==> src/rtl/qubit_debiaser.sv <==
// qubit_debiaser: turns active-low measured-qubit strobes into von Neumann
// debiased random words. Each PMOD line is synchronised and debounced, and
// its falling edge becomes a one-cycle event. The |0>/|1> events are paired
// into unbiased bits and packed LSB-first into a valid/ready output register.
module qubit_debiaser #(
    parameter int SYNC_STAGES     = 2,
    parameter int DEBOUNCE_CYCLES = 16,
    parameter int WORD_WIDTH      = 8
) (
    input  logic                  clk,
    input  logic                  rst_n,
    input  logic [3:0]            qubit,
    output logic [WORD_WIDTH-1:0] word_data,
    output logic                  word_valid,
    input  logic                  word_ready,
    output logic                  overflow,
    output logic                  collision,
    output logic [3:0]            led
);

    localparam int DCW = $clog2(DEBOUNCE_CYCLES + 1);
    // bit counter is at least 3 bits wide so led can always show [2:0]
    localparam int BCW = ($clog2(WORD_WIDTH + 1) < 3) ? 3 : $clog2(WORD_WIDTH + 1);
    localparam logic [DCW-1:0] DB_LAST = DCW'(DEBOUNCE_CYCLES - 1);
    localparam logic [BCW-1:0] BC_FULL = BCW'(WORD_WIDTH);

    typedef enum logic [1:0] {PAIR_EMPTY, PAIR_HOLD0, PAIR_HOLD1} pair_t;

    logic [SYNC_STAGES-1:0] sync_r [3];
    logic [2:0]             sync_s;
    logic [2:0]             level_r;
    logic [DCW-1:0]         cnt_r [3];
    logic [2:0]             ev_r;     // {evclr, ev1, ev0}

    pair_t                  pair_r, pair_nxt_s;
    logic                   emit_s, emit_bit_s, collide_s;

    logic [WORD_WIDTH-1:0]  shift_r, shift_nxt_s;
    logic [BCW-1:0]         bit_cnt_r, bit_cnt_nxt_s, base_s;
    logic [WORD_WIDTH-1:0]  word_data_r, word_data_nxt_s;
    logic                   word_valid_r, word_valid_nxt_s;
    logic                   overflow_r, overflow_nxt_s;
    logic                   collision_r, collision_nxt_s;

    // line 3 is reserved; it is deliberately left unconnected
    logic                   unused_s;
    assign unused_s = qubit[3];

    // synchroniser chains, idle (high) out of reset
    always_ff @(posedge clk or negedge rst_n) begin
        if (!rst_n) begin
            for (int l = 0; l < 3; l++) sync_r[l] <= {SYNC_STAGES{1'b1}};
        end else begin
            for (int l = 0; l < 3; l++) sync_r[l] <= {sync_r[l][SYNC_STAGES-2:0], qubit[l]};
        end
    end

    // pick the last stage of each synchroniser
    always_comb begin
        sync_s = 3'b111;
        for (int l = 0; l < 3; l++) sync_s[l] = sync_r[l][SYNC_STAGES-1];
    end

    // debounce each line; a 1->0 flip of the accepted level is one event pulse
    always_ff @(posedge clk or negedge rst_n) begin
        if (!rst_n) begin
            level_r <= 3'b111;
            ev_r    <= 3'b000;
            for (int l = 0; l < 3; l++) cnt_r[l] <= '0;
        end else begin
            for (int l = 0; l < 3; l++) begin
                ev_r[l] <= 1'b0;
                if (sync_s[l] != level_r[l]) begin
                    if (cnt_r[l] == DB_LAST) begin
                        level_r[l] <= ~level_r[l];
                        cnt_r[l]   <= '0;
                        ev_r[l]    <= level_r[l];
                    end else begin
                        cnt_r[l] <= cnt_r[l] + DCW'(1);
                    end
                end else begin
                    cnt_r[l] <= '0;
                end
            end
        end
    end

    // von Neumann pairing next state; colliding events leave the state alone
    always_comb begin
        pair_nxt_s = pair_r;
        emit_s     = 1'b0;
        emit_bit_s = 1'b0;
        collide_s  = 1'b0;
        if (ev_r[2]) begin
            pair_nxt_s = PAIR_EMPTY;
        end else if (ev_r[0] && ev_r[1]) begin
            collide_s = 1'b1;
        end else if (ev_r[0] || ev_r[1]) begin
            case (pair_r)
                PAIR_EMPTY: pair_nxt_s = ev_r[1] ? PAIR_HOLD1 : PAIR_HOLD0;
                PAIR_HOLD0: begin
                    pair_nxt_s = PAIR_EMPTY;
                    if (ev_r[1]) begin
                        emit_s     = 1'b1;
                        emit_bit_s = 1'b0;
                    end else begin
                        emit_s = 1'b0;
                    end
                end
                PAIR_HOLD1: begin
                    pair_nxt_s = PAIR_EMPTY;
                    if (ev_r[0]) begin
                        emit_s     = 1'b1;
                        emit_bit_s = 1'b1;
                    end else begin
                        emit_s = 1'b0;
                    end
                end
                default: pair_nxt_s = PAIR_EMPTY;
            endcase
        end else begin
            pair_nxt_s = pair_r;
        end
    end

    // pairing state register
    always_ff @(posedge clk or negedge rst_n) begin
        if (!rst_n) pair_r <= PAIR_EMPTY;
        else        pair_r <= pair_nxt_s;
    end

    // packing, word hand-off, overflow/collision flags and clear
    always_comb begin
        shift_nxt_s      = shift_r;
        bit_cnt_nxt_s    = bit_cnt_r;
        base_s           = bit_cnt_r;
        word_data_nxt_s  = word_data_r;
        word_valid_nxt_s = word_valid_r;
        overflow_nxt_s   = overflow_r;
        collision_nxt_s  = collision_r;
        if (ev_r[2]) begin
            shift_nxt_s      = '0;
            bit_cnt_nxt_s    = '0;
            word_data_nxt_s  = '0;
            word_valid_nxt_s = 1'b0;
            overflow_nxt_s   = 1'b0;
            collision_nxt_s  = 1'b0;
        end else begin
            collision_nxt_s = collision_r | collide_s;
            if (word_valid_r && word_ready) word_valid_nxt_s = 1'b0;
            else                            word_valid_nxt_s = word_valid_r;
            if (bit_cnt_r == BC_FULL) begin
                base_s = '0;
                if (!word_valid_r || word_ready) begin
                    word_data_nxt_s  = shift_r;
                    word_valid_nxt_s = 1'b1;
                end else begin
                    overflow_nxt_s = 1'b1;
                end
            end else begin
                base_s = bit_cnt_r;
            end
            if (emit_s) begin
                for (int i = 0; i < WORD_WIDTH; i++) begin
                    if (BCW'(i) == base_s) shift_nxt_s[i] = emit_bit_s;
                    else                   shift_nxt_s[i] = shift_r[i];
                end
                bit_cnt_nxt_s = base_s + BCW'(1);
            end else begin
                bit_cnt_nxt_s = base_s;
            end
        end
    end

    // datapath registers
    always_ff @(posedge clk or negedge rst_n) begin
        if (!rst_n) begin
            shift_r      <= '0;
            bit_cnt_r    <= '0;
            word_data_r  <= '0;
            word_valid_r <= 1'b0;
            overflow_r   <= 1'b0;
            collision_r  <= 1'b0;
        end else begin
            shift_r      <= shift_nxt_s;
            bit_cnt_r    <= bit_cnt_nxt_s;
            word_data_r  <= word_data_nxt_s;
            word_valid_r <= word_valid_nxt_s;
            overflow_r   <= overflow_nxt_s;
            collision_r  <= collision_nxt_s;
        end
    end

    assign word_data  = word_data_r;
    assign word_valid = word_valid_r;
    assign overflow   = overflow_r;
    assign collision  = collision_r;
    assign led        = {overflow_r, bit_cnt_r[2:0]};

endmodule

==> config.mk <==
export PLATFORM = sky130hd
export DESIGN_NAME = qubit_debiaser
export DESIGN_NICKNAME = d
export VERILOG_FILES = /design/src/rtl/qubit_debiaser.sv
export SDC_FILE = /design/constraint.sdc
export NUM_CORES = 1
export LEC_CHECK = 0
export CORE_MARGIN = 2
export CORE_UTILIZATION = 51
export DETAILED_ROUTE_END_ITERATION = 6
export GPL_ROUTABILITY_DRIVEN = 0
export PLACE_DENSITY = 0.76
export SKIP_CTS_REPAIR_TIMING = 1
export SLEW_MARGIN = 0
export SYNTH_ARGS = -nofsm -noshare
export SYNTH_HDL_FRONTEND = slang
export SYNTH_SLANG_ARGS = --single-unit
==> constraint.sdc <==
create_clock -name clk -period 1.4 [get_ports clk]
set_input_delay 0.21 -clock clk [delete_from_list [all_inputs] [get_ports clk]]
set_output_delay 0.21 -clock clk [all_outputs]
set_load 0.02 [all_outputs]
==> results.ini <==
[run_status]
outcome = finished with violations
violations = negative setup slack

[clocking]
insertion_delay_ns = 0.31
cts_max_level = 2
numCtsBuffers = 5
cts_tree = yes
clk_pin_slew_ns = 0.10
ctsRootBufferMaster = clkbuf_8
clockBufferDepth = 2
clock-sinks = 52

[synthesis]
synthArstFlopShare_pct = 100
yosysMostFrequentCell = dfrtp_1
synth_area_um2 = 2340
ys_seq_elements = 52
synth_top_area_share_pct = 45.9
ys_seq_area_share_pct = 56.0
yosys_most_used_dff = dfrtp_1
avgSynthCellArea_um2 = 11.7
synth_area_leaders = dfrtp_1 46%, dfstp_2 10%, ha_1 5.3%
synth_edf_count = 0
synth_area_leader_cell = dfrtp_1
synth_nets = 217
synth_warnings = 0
syn_inst = 200
synth_common_cells = 43 x dfrtp_1, 22 x nor2_1, 14 x nand3_1
synth_cell_types = 35

[worst_hold_path]
hold_depth = 1
hp-start = qubit[2]
min_path_type = in2reg
hold_end = sync_r[0]

[die]
coreArea_um2 = 4380
io_pins = 22
rows = 24
dieArea_um2 = 5150
die_height_um = 71.8
start_util_pct = 53.4
die_x_um = 71.8

[timing]
fin_crit_ns = 1.47
layout_setup_ws_ns = -0.0711
finClkSkew_ns = 0.0143
layout_worst_path_cycle_share_pct = 105
setup-tns-final_ns = -0.274
tightest_slew_ns = 0.462
drv_slew = 0
rsz0062_at_grt = true
hold_slack_ns = 0.304
finalHoldViolations = 0
setup-violations-final = 8
fmax_mhz = 680
relSlewSlack_pct = 69.0

[power]
p_per_area_nw_per_um2 = 885
p_leak_uw = 0.00167
ir_drop_mv = 0.612

[final_layout]
drive_gt1_share_pct = 24.2
fin_cells = 288
diodes = 0
areaGrowthSynthToFinish_pct = 23.1
fin_area_um2 = 2880
nets = 252

[drt]
num_vias = 1534
drt_first_iter_violations = 85
routed_wl_um = 3970
drtAntennaViolNets = 0
drc = 0
wl_per_cell_um = 13.8
vias_per_cell = 5.33
drt-pass1-iter-count = 6

[critical_path]
crit_arrival_ns = 1.71
ff2ff_setup_slack_ns = -0.07
worstRegToRegCells = 6
path_max_fanout = 5
cp-start-kind = flip-flop
reg2reg_from = pair_r[1]
worstReg2RegEnd = shift_r[4]
critical_path_class = reg2reg
required_ns = 1.64
end_kind = flip-flop

[place]
dp_cells = 275
detailed_place_hpwl_um = 2620
post_dp_cell_area_um2 = 2660
pre_cts_ws_ns = -0.0750
io_buffers = 20

[global_routing]
grt_antenna_before_repair = 0
grt_usage_pct = 16.6
globalRoute.totalOverflow = 0
grt_max_degree = 53
grt_pass1_wl_um = 6690
grt_pass1_vias = 1529

[flow_run]
cap_violations = 0

## metrics by stage
stage / utilization (%) / total power [uW]
global placement: 60.7 / 1680
finish: 65.8 / 2550
detailed placement: 60.7 / 1690
floorplan: - / 1620
CTS: 62.9 / 2570
global route: 65.8 / 2650
## registers in the layout (all words and copies together) (netlist names)
register / flops
level_r: 3
ev_r: 3
word_data: 8
sync_r: 6
collision: 1
bit_cnt_r: 4
word_valid: 1
shift_r: 8
overflow: 1
cnt_r: 15
pair_r: 2
## placed cells by master, fill, tap and decap left out, types with 2 or more instances in the layout
cell type         n
and2_1            4
clkbuf_8          6
dfrtp_1          43
nand2b_1          8
nand3_1          12
dlymetal6s2s_1   15
clkdlybuf4s50_1   4
a21oi_1           6
ha_4              2
nor4b_1           3
o21ai_1           3
nand2_1          10
inv_2             5
nand4b_4          2
xnor2_1           3
nand2_2           2
o21ai_0           9
xor2_1            8
nand3_2           2
ha_1              7
buf_12            2
buf_4            12
mux2_2            4
nor2b_1           2
mux2i_1           9
and3_1            2
dfstp_2           9
inv_1             2
nor2_1           22
## worst max-delay path, stage by stage, from the launching register on
cell	delay (ns)
dfrtp_1	0.41
inv_2	0.07
ha_4	0.30
nand4b_4	0.16
nand2_4	0.14
and3_4	0.18
mux2i_1	0.16
## logic make-up (layout without fill, tap and decap cells)
logic type | Yosys count | count (layout) | share of synthesized area, %
multiplexers | 13 | 13 | 5.77
adder cells (fa/ha/maj) | 10 | 10 | 5.34
flip-flops | 52 | 52 | 56.0
XOR/XNOR | 11 | 11 | 4.11
buffers and inverters | 16 | 51 | 4.22
AND/OR/NAND/NOR | 75 | 76 | 18.2
AO/OA/AOI/OAI | 23 | 23 | 6.30
## where the power goes
group	switching [uW]	total (uW)	internal, uW	leakage [uW]
registers	21.7	1560	1540	0.000687
clock network	488	893	405	0.0000516
logic	54.0	99.6	45.6	0.000930
## how the worst max path moves through the flow
stage	from	endpoint	cells past startpoint
2_1_floorplan	pair_r[0]	shift_r[4]	6
5_1_grt	pair_r[1]	shift_r[4]	6
3_5_place_dp	pair_r[1]	shift_r[4]	6
3_3_place_gp	pair_r[0]	shift_r[4]	6
4_1_cts	bit_cnt_r[1]	led[1]	2
6_report	pair_r[1]	shift_r[4]	6
## final cells by class
type                    instances  area [um^2]
flip-flops and latches         52         1310
well taps                      52         65.1
inverters                       7         26.3
clock buffers                   6         82.6
clock inverters                 2         13.8
repair buffers                 36          398
multi-input cells             133          986
fillers                       343         1500
## layer usage
metal / GRT usage, % / share of wire, % / vias to the layer above
met5: 0 / 0 / -
met1: 20.6 / 44 / 755
li1: - / - / 745
met4: 5.87 / 1.1 / 0
met2: 28.4 / 51 / 29
met3: 3.80 / 4.2 / 5
Note: power is estimated with default switching activity, not from simulation.
